<file path="config.mk">
export PLATFORM = sky130hd
export DESIGN_NAME = frogger_game_fsm
export DESIGN_NICKNAME = d
export VERILOG_FILES = /design/src/rtl/frogger_game_fsm_pkg.sv /design/src/rtl/frogger_game_fsm_frame_timer.sv /design/src/rtl/frogger_game_fsm.sv
export SDC_FILE = /design/constraint.sdc
export NUM_CORES = 1
export LEC_CHECK = 0
export BUFFER_PORTS_ARGS = -buffer_cell sky130_fd_sc_hd__buf_4
export CAP_MARGIN = 20
export CORE_MARGIN = 2
export CORE_UTILIZATION = 58
export CTS_CLUSTER_DIAMETER = 150
export CTS_CLUSTER_SIZE = 20
export DETAILED_ROUTE_END_ITERATION = 8
export GPL_TIMING_DRIVEN = 1
export PLACE_DENSITY = 0.87
export SYNTH_ARGS = -nofsm -noshare
export SYNTH_HDL_FRONTEND = slang
export SYNTH_SLANG_ARGS = --single-unit
</file>
<file path="constraint.sdc">
create_clock -name i_Clk -period 2.6 [get_ports i_Clk]
set_input_delay 0.13 -clock i_Clk [delete_from_list [all_inputs] [get_ports i_Clk]]
set_output_delay 0.13 -clock i_Clk [all_outputs]
set_load 0.02 [all_outputs]
</file>
<file path="src/rtl/frogger_game_fsm_pkg.sv">
// Shared constants for the Frogger game-flow controller: state encodings
// and default lives/levels/pause lengths.
package frogger_game_fsm_pkg;

  typedef enum logic [2:0] {
    ST_IDLE      = 3'd0,
    ST_RUNNING   = 3'd1,
    ST_DYING     = 3'd2,
    ST_LEVEL_UP  = 3'd3,
    ST_GAME_OVER = 3'd4
  } state_e;

  localparam int C_DEF_NB_LIVES       = 3;
  localparam int C_DEF_NB_LEVELS      = 8;
  localparam int C_DEF_DEATH_FRAMES   = 60;
  localparam int C_DEF_LEVELUP_FRAMES = 30;

endpackage

</file>
<file path="src/rtl/frogger_game_fsm_frame_timer.sv">
// Down-counter of VGA frame ticks. Load wins over a coincident tick, so the
// tick in the load cycle is never counted; o_Done fires on the last tick.
module frogger_game_fsm_frame_timer #(
  parameter int CNT_W = 6
) (
  input  logic             i_Clk,
  input  logic             i_Rst_n,
  input  logic             i_Clear,
  input  logic             i_Load,
  input  logic [CNT_W-1:0] i_Load_Val,
  input  logic             i_Frame_Tick,
  output logic             o_Done
);

  logic [CNT_W-1:0] cnt_q;

  always_ff @(posedge i_Clk) begin
    if (!i_Rst_n || i_Clear) begin
      cnt_q <= '0;
    end else if (i_Load) begin
      cnt_q <= i_Load_Val;
    end else if (i_Frame_Tick && (cnt_q != '0)) begin
      cnt_q <= cnt_q - CNT_W'(1);
    end
  end

  assign o_Done = i_Frame_Tick && !i_Load && !i_Clear && (cnt_q == CNT_W'(1));

endmodule

</file>
<file path="src/rtl/frogger_game_fsm.sv">
// Frogger game-flow controller: lives, levels, frame-timed death and
// level-up pauses, game over. All outputs are registered.
module frogger_game_fsm
  import frogger_game_fsm_pkg::*;
#(
  parameter int C_NB_LIVES       = C_DEF_NB_LIVES,
  parameter int C_NB_LEVELS      = C_DEF_NB_LEVELS,
  parameter int C_DEATH_FRAMES   = C_DEF_DEATH_FRAMES,
  parameter int C_LEVELUP_FRAMES = C_DEF_LEVELUP_FRAMES,
  parameter int LIVES_W          = $clog2(C_NB_LIVES + 1),
  parameter int LEVEL_W          = $clog2(C_NB_LEVELS)
) (
  input  logic               i_Clk,
  input  logic               i_Rst_n,
  input  logic               i_Frame_Tick,
  input  logic               i_Start,
  input  logic               i_Has_Collided,
  input  logic               i_Reached_Goal,
  output logic [2:0]         o_State,
  output logic               o_Game_Active,
  output logic [LIVES_W-1:0] o_Lives,
  output logic [LEVEL_W-1:0] o_Level,
  output logic               o_Respawn,
  output logic               o_Level_Up,
  output logic               o_Game_Over
);

  localparam int C_MAX_PAUSE = (C_DEATH_FRAMES > C_LEVELUP_FRAMES) ?
                               C_DEATH_FRAMES : C_LEVELUP_FRAMES;
  localparam int CNT_W = $clog2(C_MAX_PAUSE + 1);
  localparam logic [LIVES_W-1:0] LIVES_INIT = LIVES_W'(C_NB_LIVES);
  localparam logic [LEVEL_W-1:0] LEVEL_TOP  = LEVEL_W'(C_NB_LEVELS - 1);

  state_e             state_q;
  logic [LIVES_W-1:0] lives_q;
  logic [LEVEL_W-1:0] level_q;
  logic               start_prev_q;
  logic               respawn_q;
  logic               level_up_q;
  logic               game_active_q;
  logic               game_over_q;
  logic               load_q;

  logic               start_edge;
  logic               timer_clear;
  logic               timer_done;
  logic [CNT_W-1:0]   timer_load_val;

  assign start_edge     = i_Start && !start_prev_q;
  assign timer_clear    = (state_q != ST_DYING) && (state_q != ST_LEVEL_UP);
  assign timer_load_val = (state_q == ST_DYING) ? CNT_W'(C_DEATH_FRAMES)
                                                : CNT_W'(C_LEVELUP_FRAMES);

  // load_q is high during the first cycle of a pause, which is what keeps
  // a tick in that entry cycle out of the count.
  frogger_game_fsm_frame_timer #(
    .CNT_W(CNT_W)
  ) u_frame_timer (
    .i_Clk       (i_Clk),
    .i_Rst_n     (i_Rst_n),
    .i_Clear     (timer_clear),
    .i_Load      (load_q),
    .i_Load_Val  (timer_load_val),
    .i_Frame_Tick(i_Frame_Tick),
    .o_Done      (timer_done)
  );

  always_ff @(posedge i_Clk) begin
    if (!i_Rst_n) begin
      state_q       <= ST_IDLE;
      lives_q       <= '0;
      level_q       <= '0;
      start_prev_q  <= 1'b1;
      respawn_q     <= 1'b0;
      level_up_q    <= 1'b0;
      game_active_q <= 1'b0;
      game_over_q   <= 1'b0;
      load_q        <= 1'b0;
    end else begin
      start_prev_q <= i_Start;
      respawn_q    <= 1'b0;
      level_up_q   <= 1'b0;
      load_q       <= 1'b0;
      case (state_q)
        ST_IDLE: begin
          if (start_edge) begin
            state_q       <= ST_RUNNING;
            lives_q       <= LIVES_INIT;
            level_q       <= '0;
            respawn_q     <= 1'b1;
            game_active_q <= 1'b1;
          end
        end
        ST_RUNNING: begin
          if (i_Has_Collided) begin
            state_q       <= ST_DYING;
            lives_q       <= lives_q - LIVES_W'(1);
            load_q        <= 1'b1;
            game_active_q <= 1'b0;
          end else if (i_Reached_Goal) begin
            state_q       <= ST_LEVEL_UP;
            level_up_q    <= 1'b1;
            load_q        <= 1'b1;
            game_active_q <= 1'b0;
            if (level_q != LEVEL_TOP) begin
              level_q <= level_q + LEVEL_W'(1);
            end
          end
        end
        ST_DYING: begin
          if (timer_done) begin
            if (lives_q == '0) begin
              state_q     <= ST_GAME_OVER;
              game_over_q <= 1'b1;
            end else begin
              state_q       <= ST_RUNNING;
              respawn_q     <= 1'b1;
              game_active_q <= 1'b1;
            end
          end
        end
        ST_LEVEL_UP: begin
          if (timer_done) begin
            state_q       <= ST_RUNNING;
            respawn_q     <= 1'b1;
            game_active_q <= 1'b1;
          end
        end
        ST_GAME_OVER: begin
          // Lives and level are left untouched so the display keeps them.
          if (start_edge) begin
            state_q     <= ST_IDLE;
            game_over_q <= 1'b0;
          end
        end
        default: begin
          state_q       <= ST_IDLE;
          game_active_q <= 1'b0;
          game_over_q   <= 1'b0;
        end
      endcase
    end
  end

  assign o_State       = state_q;
  assign o_Game_Active = game_active_q;
  assign o_Lives       = lives_q;
  assign o_Level       = level_q;
  assign o_Respawn     = respawn_q;
  assign o_Level_Up    = level_up_q;
  assign o_Game_Over   = game_over_q;

endmodule

</file>
==> flow_summary.json <==
{
  "initial_core_util_pct": 62.32,
  "final-seq-area_sq_um": 400.4,
  "hp-class": "input port to flip-flop",
  "yosysTopAreaCell": "dfxtp_1",
  "die_area_sq_um": 2216,
  "maxSlewViolCount": 0,
  "yosysTopAreaCellShare_pct": 37.21,
  "cp.required_ns": 2.84,
  "synth.area.top_cells": "dfxtp_1, ha_1, a21oi_1",
  "dp_slack_ns": 0.9328,
  "ys_types": 43,
  "post_cts_buffers": 0,
  "tightest_slew_ns": 0.5617,
  "dr_total_vias": 912,
  "drc": 0,
  "reg2regPathDepth": 4,
  "place.gp.congestion": 0.8489,
  "rows": 15,
  "core_sq_um": 1727,
  "portBuffers": 17,
  "path_max_fanout": 13,
  "drive_above_1_share_pct": 23.48,
  "avgSynthCellArea_sq_um": 9.357,
  "slew_headroom_pct": 62.21,
  "io_pins": 18,
  "nFillCells": 136,
  "cts_hold_buf": 0,
  "grt_pass1_vias": 806,
  "firstDrtPassIters": 4,
  "viasPerCell": 5.809,
  "yosysSeqAreaShare_pct": 37.21,
  "total_power_w": 0.0006571,
  "grt_max_degree": 14,
  "nets": 144,
  "fin_setup_tns_ns": 0,
  "final_core_util_pct": 72.39,
  "cts_resized": 0,
  "clkLatencyLatePin_ns": 0.30,
  "wl_microns": 2182,
  "dp_hpwl_microns": 1641,
  "ys.warnings.count": 0,
  "ys_async_sr_fraction_pct": 0,
  "cts_buffers": 3,
  "grt_pass1_wl_microns": 3394,
  "netlist_instances": 115,
  "gr-total-overflow": 0,
  "path_class": "flip-flop to flip-flop",
  "cts_tree": "built",
  "grt_setup_unrepaired": "no",
  "power.density_nw_per_um2": 525.7,
  "finalWorstSetupSlack_ns": 0.8671,
  "power_leakage_nw": 0.5251,
  "syn_area_sq_um": 1076,
  "synth_fp_nets": 126,
  "antenna_found_initial": 0,
  "cts-htree-levels": 1,
  "reg2reg_slack_ns": 0.87,
  "start_kind": "flip-flop",
  "ys.flop_type": "dfxtp_1",
  "multiInputGateArea_sq_um": 611.8,
  "status": "finished, final reports clean",
  "synth-edff-count": 0,
  "cts_root_buf": "clkbuf_4",
  "fin_crit_sh_pct": 66.65,
  "arrival_ns": 1.97,
  "die_w_microns": 47.07,
  "finClkSkew_ns": 0.001275,
  "ant_nets": 0,
  "vdd_drop_max_v": 0.0003293,
  "clkSlewWorstSetupHoldPaths_ns": 0.12,
  "worstHoldPathCells": 2,
  "drv_cap": 0,
  "diodes": 0,
  "die_y_microns": 47.07,
  "finalSetupViolCount": 0,
  "fin_crit_ns": 1.733,
  "track_usage_pct": 21.56,
  "drt_iter0_markers": 21,
  "finalHoldViolCount": 0,
  "end_kind": "flip-flop",
  "yosys_register_bits": 20,
  "post_drt_wl_per_cell_microns": 13.90,
  "fmax_mhz": 577.1,
  "cts.path.max_buffers": 2,
  "syn2layout_area_growth_pct": 16.16,
  "clkSinkCount": 20
}
## cell usage after synthesis, types with 2 or more instances
| cell type | number |
|---|---|
| o211a_1 | 2 |
| nand3_1 | 3 |
| nor2_1 | 5 |
| dfxtp_1 | 20 |
| a211oi_1 | 4 |
| xnor2_1 | 2 |
| nand2b_1 | 3 |
| mux2i_1 | 3 |
| ha_1 | 5 |
| nand3b_1 | 2 |
| nor3_1 | 5 |
| inv_1 | 7 |
| buf_6 | 3 |
| nand2_1 | 10 |
| a21oi_1 | 10 |
| nand4_1 | 3 |
| nor2b_1 | 2 |
## registers in the layout, summed over array words and instances, names as in the netlist, 2 cells and up
signal               flops
o_Level                  3
o_Lives                  2
o_State                  3
u_frame_timer.cnt_q      6
## cell families (layout without fill, tap and decap cells)
| group | count (synthesis) | after routing | synth area share [%] |
|---|---|---|---|
| and+or+nand+nor | 47 | 47 | 27.56 |
| AOI/OAI and AO/OA | 26 | 26 | 18.03 |
| DFF | 20 | 20 | 37.21 |
| buffers and inverters | 11 | 28 | 5.930 |
| adders and majority gates | 5 | 5 | 5.814 |
| muxes | 4 | 4 | 3.837 |
| xor gates and xnor gates | 2 | 2 | 1.628 |
## final timing paths
kind	from	to
worst max-delay path	o_State[0]	o_Level[1]
worst max register to register	o_State[0]	o_Level[1]
worst min-delay path	i_Start	start_prev_q
worst min register to register	o_Level[2]	o_Level[2]
## layout make-up
type,count,area share [%]
inverters,7,2.102
clock buffers,3,1.802
repair buffers,17,10.21
clock inverters,1,2.402
well taps,25,2.503
flip-flops and latches,20,32.03
multi-input cells,84,48.95
## power by group
part / internal, W / leakage (nW) / switching (W)
registers: 0.000314 / 0.162 / 0.0000109
clock network: 0.000156 / 0.0279 / 0.000100
logic: 0.0000346 / 0.335 / 0.0000414
## critical path: stages, from the launching register on
cell     delay [ns]
dfxtp_1        0.57
or4b_4         0.54
nor3b_2        0.27
nand4_1        0.12
a21oi_1        0.18
## cell usage in the layout, fill, tap and decap left out, drive strengths merged, types with 2 or more instances in the layout
| cell type | netlist | layout |
|---|---|---|
| o211a | 2 | 2 |
| nor4 | 2 | 2 |
| o22ai | 2 | 2 |
| nand3 | 3 | 3 |
| nand2 | 10 | 10 |
| ha | 5 | 5 |
| xnor2 | 2 | 2 |
| a211oi | 4 | 4 |
| nor2b | 2 | 2 |
| or4b | 2 | 2 |
| nor3b | 2 | 2 |
| inv | 7 | 7 |
| or2b | 2 | 2 |
| a21oi | 10 | 10 |
| mux2i | 3 | 3 |
| dfxtp | 20 | 20 |
| nor3 | 5 | 5 |
| buf | 3 | 17 |
| clkbuf | 1 | 3 |
| nand3b | 2 | 2 |
| nand4 | 3 | 3 |
| and2 | 2 | 2 |
| nand2b | 3 | 3 |
| nor2 | 5 | 5 |
## layer usage
metal / vias to the layer above / wire, microns / track usage, %
met2: 33 / 996 / 32.33
met4: 0 / 19 / 10.00
met5: - / 0 / 0
met3: 2 / 119 / 2.692
li1: 454 / - / -
met1: 423 / 1046 / 30.88
## stage by stage
| stage | std cells | hold slack, ns | cell area, sq um |
|---|---|---|---|
| after floorplan | 115 | 0.2315 | 1076 |
| after global placement | 153 | 0.3268 | 1197 |
| after detailed placement | 153 | 0.3326 | 1197 |
| after CTS | 157 | 0.01878 | 1250 |
| after global routing | 157 | 0.01958 | 1250 |
| final | 157 | 0.01769 | 1250 |
Power figures use the tool's default switching activity.
